File: config.mk
export PLATFORM = sky130hd
export DESIGN_NAME = ssram_arbiter
export DESIGN_NICKNAME = d
export VERILOG_FILES = /design/src/rtl/ssram_arbiter.sv
export SDC_FILE = /design/constraint.sdc
export NUM_CORES = 1
export LEC_CHECK = 0
export ABC_AREA = 1
export CORE_UTILIZATION = 60
export CTS_CLUSTER_DIAMETER = 100
export DETAILED_ROUTE_END_ITERATION = 6
export DONT_BUFFER_PORTS = 1
export HOLD_SLACK_MARGIN = 0.15
export PLACE_DENSITY_LB_ADDON = 0.25
export SLEW_MARGIN = 40
export SYNTH_ARGS = -nofsm -noshare
export SYNTH_HDL_FRONTEND = slang
export SYNTH_SLANG_ARGS = --single-unit
File: constraint.sdc
create_clock -name clk -period 2.3 [get_ports clk]
set_clock_uncertainty 0.1 [all_clocks]
set_input_delay 0.23 -clock clk [delete_from_list [all_inputs] [get_ports clk]]
set_output_delay 0.23 -clock clk [all_outputs]
set_load 0.01 [all_outputs]
File: src/rtl/ssram_arbiter.sv
// Two-port valid/ready arbiter in front of the ssram controller: one transaction in flight,
// read data steered back to the issuing port, and a bounded wait for read data.
module ssram_arbiter #(
  parameter int          PRIORITY_MODE = 0,
  parameter int          RD_TIMEOUT    = 64,
  parameter logic [7:0]  TIMEOUT_DATA  = 8'hFF
) (
  input  logic        clk,
  input  logic        reset,
  input  logic [18:0] p0_address,
  input  logic        p0_valid,
  output logic        p0_ready,
  input  logic        p0_write,
  input  logic [7:0]  p0_wdata,
  output logic [7:0]  p0_rdata,
  output logic        p0_rdata_en,
  input  logic [18:0] p1_address,
  input  logic        p1_valid,
  output logic        p1_ready,
  input  logic        p1_write,
  input  logic [7:0]  p1_wdata,
  output logic [7:0]  p1_rdata,
  output logic        p1_rdata_en,
  output logic [18:0] address,
  output logic        valid,
  input  logic        ready,
  output logic        write,
  output logic [7:0]  wdata,
  input  logic [7:0]  rdata,
  input  logic        rdata_en,
  output logic        rd_timeout_err
);
  localparam int CW = $clog2(RD_TIMEOUT);
  localparam logic [CW-1:0] CNT_LAST = CW'(RD_TIMEOUT - 1);

  typedef enum logic [1:0] {IDLE, ISSUE, WAIT_RD} state_t;

  state_t        state_reg, state_next;
  logic          owner_reg, owner_next;
  logic          last_grant_reg, last_grant_next;
  logic [CW-1:0] cnt_reg, cnt_next;
  logic [18:0]   address_reg, address_next;
  logic          write_reg, write_next;
  logic [7:0]    wdata_reg, wdata_next;
  logic          valid_reg, valid_next;
  logic          err_reg, err_next;
  logic [7:0]    rdata_reg [2];
  logic [7:0]    rdata_next [2];
  logic [1:0]    rdata_en_reg, rdata_en_next;

  logic [1:0]    req;
  logic [18:0]   req_addr [2];
  logic [1:0]    req_write;
  logic [7:0]    req_wdata [2];
  logic [1:0]    port_ready;
  logic          grant;
  logic          ret_fire;
  logic [7:0]    ret_data;

  assign req          = {p1_valid, p0_valid};
  assign req_addr[0]  = p0_address;
  assign req_addr[1]  = p1_address;
  assign req_write    = {p1_write, p0_write};
  assign req_wdata[0] = p0_wdata;
  assign req_wdata[1] = p1_wdata;

  // Accept is combinational so the requester and ssram complete on the same edge.
  generate
    for (genvar gi = 0; gi < 2; gi++) begin : g_port
      assign port_ready[gi] = (state_reg == ISSUE) & ready & (owner_reg == 1'(gi));
    end
  endgenerate

  // On contention round-robin favours the port not granted last; mode 1 favours port 0.
  assign grant = (PRIORITY_MODE == 0 && req == 2'b11) ? ~last_grant_reg : ~req[0];

  always_comb begin
    state_next      = state_reg;
    owner_next      = owner_reg;
    last_grant_next = last_grant_reg;
    cnt_next        = cnt_reg;
    address_next    = address_reg;
    write_next      = write_reg;
    wdata_next      = wdata_reg;
    valid_next      = valid_reg;
    err_next        = err_reg;
    rdata_next      = rdata_reg;
    rdata_en_next   = 2'b00;
    ret_fire        = 1'b0;
    ret_data        = rdata;
    case (state_reg)
      IDLE: begin
        if (|req) begin
          address_next    = req_addr[grant];
          write_next      = req_write[grant];
          wdata_next      = req_wdata[grant];
          valid_next      = 1'b1;
          owner_next      = grant;
          last_grant_next = grant;
          state_next      = ISSUE;
        end
      end
      ISSUE: begin
        if (ready) begin
          valid_next = 1'b0;
          cnt_next   = '0;
          state_next = write_reg ? IDLE : WAIT_RD;
        end
      end
      WAIT_RD: begin
        cnt_next = cnt_reg + 1'b1;
        // Real data wins even on the final timeout cycle.
        if (rdata_en) begin
          ret_fire   = 1'b1;
          state_next = IDLE;
        end else if (cnt_reg == CNT_LAST) begin
          ret_fire   = 1'b1;
          ret_data   = TIMEOUT_DATA;
          err_next   = 1'b1;
          state_next = IDLE;
        end
      end
      default: state_next = IDLE;
    endcase
    for (int i = 0; i < 2; i++) begin
      if (ret_fire && owner_reg == 1'(i)) begin
        rdata_next[i]    = ret_data;
        rdata_en_next[i] = 1'b1;
      end
    end
  end

  always_ff @(posedge clk) begin
    if (reset) begin
      state_reg      <= IDLE;
      owner_reg      <= 1'b0;
      last_grant_reg <= 1'b1;
      cnt_reg        <= '0;
      address_reg    <= '0;
      write_reg      <= 1'b0;
      wdata_reg      <= 8'h00;
      valid_reg      <= 1'b0;
      err_reg        <= 1'b0;
      rdata_reg[0]   <= 8'h00;
      rdata_reg[1]   <= 8'h00;
      rdata_en_reg   <= 2'b00;
    end else begin
      state_reg      <= state_next;
      owner_reg      <= owner_next;
      last_grant_reg <= last_grant_next;
      cnt_reg        <= cnt_next;
      address_reg    <= address_next;
      write_reg      <= write_next;
      wdata_reg      <= wdata_next;
      valid_reg      <= valid_next;
      err_reg        <= err_next;
      rdata_reg[0]   <= rdata_next[0];
      rdata_reg[1]   <= rdata_next[1];
      rdata_en_reg   <= rdata_en_next;
    end
  end

  assign p0_ready       = port_ready[0];
  assign p1_ready       = port_ready[1];
  assign p0_rdata       = rdata_reg[0];
  assign p1_rdata       = rdata_reg[1];
  assign p0_rdata_en    = rdata_en_reg[0];
  assign p1_rdata_en    = rdata_en_reg[1];
  assign address        = address_reg;
  assign valid          = valid_reg;
  assign write          = write_reg;
  assign wdata          = wdata_reg;
  assign rd_timeout_err = err_reg;
endmodule

==> results.md <==
* Status: finished clean
* Cell taking the most area after synthesis: dfxtp_1
* Post-synthesis adder-cell area fraction at 0.4664%
* Drt initial violations at 243
* Net Sw Frac at 29.49%
* Core region area at 4144 um2
* Row count at 23
* Combined area of the multi-input logic cells at 1160 um2
* Period minus WS final at 2.099 ns
* Syn avg cell area at 6.914 um2
* Final setup vio count at 0
* Cells along the critical path: inv_1, nand2_1, nand2_1, inv_2, nand2_1, nand3_1, dlygate4sd3_1, o211ai_1, inv_1
* Worst Setup End Kind: register
* Initial antenna violation count at 0
* Most used cell, CP: nand2_1
* Endpoints failing hold at 0
* Deepest clock path buffer count at 2
* Drt pass-1 iters at 6
* HPWL Detailed at 3.764 mm
* Worst stage delay on the critical path at 0.56 ns
* Dominant cells by area after synthesis: dfxtp_1, nand2_1, inv_1
* Vias/cell at 5.625
* Layout cell share with drive strength beyond 1 at 5.908%
* Skew-Pair Late Insertion Delay at 0.34 ns
* Detail Route Antenna Nets at 0
* Post-synthesis simple-gate area fraction at 30.92%
* Post-synth top area share at 43.28%
* Sequential area share after synthesis at 43.28%
* Total power at 2.521 mW
* Synth Area in Compound Gates at 11.61%
* Area growth syn-to-layout at 32.23%
* Tightest Hold Check Type: primary input to register
* CP Max Fanout at 28
* Max-cap viol count at 0
* Worst Setup Slack, final at 0.2008 ns
* Clock root buffer: clkbuf_8
* Clock Pin Slew Worst Setup and Hold Paths at 0.06 ns
* Initial core utilization at 64.73%
* F_max at 476.4 MHz
* Maximum number of pins on one net before global-route repair at 60
* # IOs at 120
* Synth warnings at 0
* Largest family of logic cells by synthesized area: simple AND/OR/NAND/NOR gates
* H-tree depth at 3
* Post-synthesis xor/xnor area fraction at 0%
* First-pass GRT wire length at 12.53 mm
* Synth Register Bits at 58
* Leakage Power at 1.757 nW
* Max Used Layer: met4
* Syn_nets at 459
* Critical Path Source Type: register
* Cell count after synthesis at 388
* Number of flip-flops in the largest register at 19
* TNS Setup at 0 ns
* Psw at 0.7434 mW
* Bufs and invs on worst path at 4
* Drt wl/cell at 16.81 um
* Synth cell types at 23
* Post-CTS Setup Bufs at 0
* Post-route cell area at 3547 um2
* Slew Viols, Final at 0
* Combinational fraction of design power at 18.3%
* Post-route DRC at 0
* Final wirelength at 8.522 mm
* Sequential group share of total power at 46.9%
* M1 WL at 3.145 mm
* Crit path DAT at 2.29 ns
* Critical Path Slowest Stage Cell: dlygate4sd3_1
* Worst Max-Slew Pin Slew at 0.6387 ns
* Port Buffers at 0
* Slew headroom at 57.37%
* Crit share post-route at 91.27%
* Fillers at 212
* Register Area at 1161 um2
* Gpl congestion at 0.8070
* Clock share of power at 34.9%
* Number of global-route vias before repair at 2685
* Cell Int Power at 1.778 mW
* Die Width at 68.87 um
* DR vias at 2852
* Total die area at 4742 um2
* GRT overflow at 0
* Top Family by Delay on Critical Path: buffers and inverters
* Proportion of synthesized area in mux cells at 0%
* Met3 WL at 867 um
* Number of inserted diodes at 0
* RSZ-0062 raised after global routing: no
* Die H at 68.87 um
* Clk sink count at 58
* Total track usage at 37.85%
* Num CTS Buffers at 9
* Data required time of the worst path at 2.49 ns
* WL met2 at 4.122 mm
* Final net count at 523
* Power per Cell Area at 710.8 nW/um2
* Cell area after placement at 2670 um2
* Pre-CTS setup slack at 0.7693 ns
* Maximum vdd drop at 442.2 uV
* CTS tree: yes
* Mapped cell area at 2683 um2
* Critical path type: register to register
==> logic make-up after synthesis <==
logic type               Yosys count
buffers and inverters             86
AO/OA/AOI/OAI                     45
adder cells (fa/ha/maj)            1
AND/OR/NAND/NOR                  198
flip-flops                        58
==> area by class of cell <==
| class | instances | share of cell area, % |
|---|---|---|
| Clock buffer | 14 | 4.868 |
| Multi-Input combinational cell | 244 | 32.70 |
| Sequential cell | 58 | 32.73 |
| Tap cell | 50 | 1.764 |
| Timing Repair Buffer | 72 | 20.56 |
| Clock inverter | 2 | 0.2822 |
| Inverter | 67 | 7.090 |
==> Yosys cell counts <==
master and n:
clkbuf_4 1, nand3_4 2, dfxtp_1 58, inv_1 65, a21oi_1 11, buf_6 2, nor2_1 44, buf_2 7
nor3_1 1, o211ai_1 29, o21ai_0 4, nand2_1 116, ha_1 1, o21bai_4 1, or2_2 1, buf_4 2
nand3_1 30, nand2_2 2, inv_2 2, nor3_2 1, clkbuf_8 1, clkbuf_1 6, nand3_2 1
==> power groups by stage <==
stage	Sequential (mW)	Clock [mW]	Combinational, mW
2_1_floorplan	1.17	0	0.236
3_3_place_gp	1.19	0	0.256
3_5_place_dp	1.19	0	0.268
4_1_cts	1.17	0.855	0.411
5_1_grt	1.19	0.931	0.498
6_report	1.18	0.879	0.461
==> routing by layer <==
| layer | GRT usage (%) | vias up |
|---|---|---|
| li1 | - | 1334 |
| met1 | 40.85 | 1276 |
| met2 | 61.04 | 200 |
| met5 | 0 | - |
| met3 | 16.45 | 42 |
| met4 | 22.45 | 0 |
==> worst reg2reg max path, stage by stage (launching register included) <==
cell and delay [ns]:
dfxtp_1 0.32, inv_1 0.06, nand2_1 0.06, nand2_1 0.08
inv_2 0.38, nand2_1 0.19, nand3_1 0.12, dlygate4sd3_1 0.56
o211ai_1 0.09, inv_1 0.08
==> cell usage in the layout, fill, tap and decap left out, drive strengths merged <==
master	count
clkbuf	14
dfxtp	58
dlygate4sd3	69
inv	67
ha	1
nand3	33
nor2	44
or2	1
o21bai	1
o211ai	29
clkinv	2
buf	3
a21oi	11
nor3	2
nand2	118
o21ai	4
==> worst paths after layout <==
path / startpoint / depth (start not counted) / slack [ns] / to
min reg2reg: cnt_reg[3]$_SDFFE_PP0P_ / 2 / 0.39 / cnt_reg[3]$_SDFFE_PP0P_
min: rdata_en / 4 / 0.14 / state_reg[1]$_SDFFE_PP0P_
max reg2reg: last_grant_reg$_SDFFE_PP1P_ / 9 / 0.20 / wdata[4]$_SDFFE_PP0P_
max: last_grant_reg$_SDFFE_PP1P_ / 9 / 0.20 / wdata[4]$_SDFFE_PP0P_
==> through the flow <==
step	hold slack, ns	utilization [%]	std cells
floorplan	0.3120	-	388
global placement	0.2014	64.43	422
detailed placement	0.2030	64.43	422
CTS	0.1539	85.51	507
global route	0.1696	85.60	507
finish	0.1450	85.60	507
==> repair_timing <==
action	CTS	global route
endpoints found under the setup margin	0	4
resized for setup	0	1
hold buffers	69	0
hold endpoints to repair	57	0
Note: power is estimated with default switching activity, not from simulation.
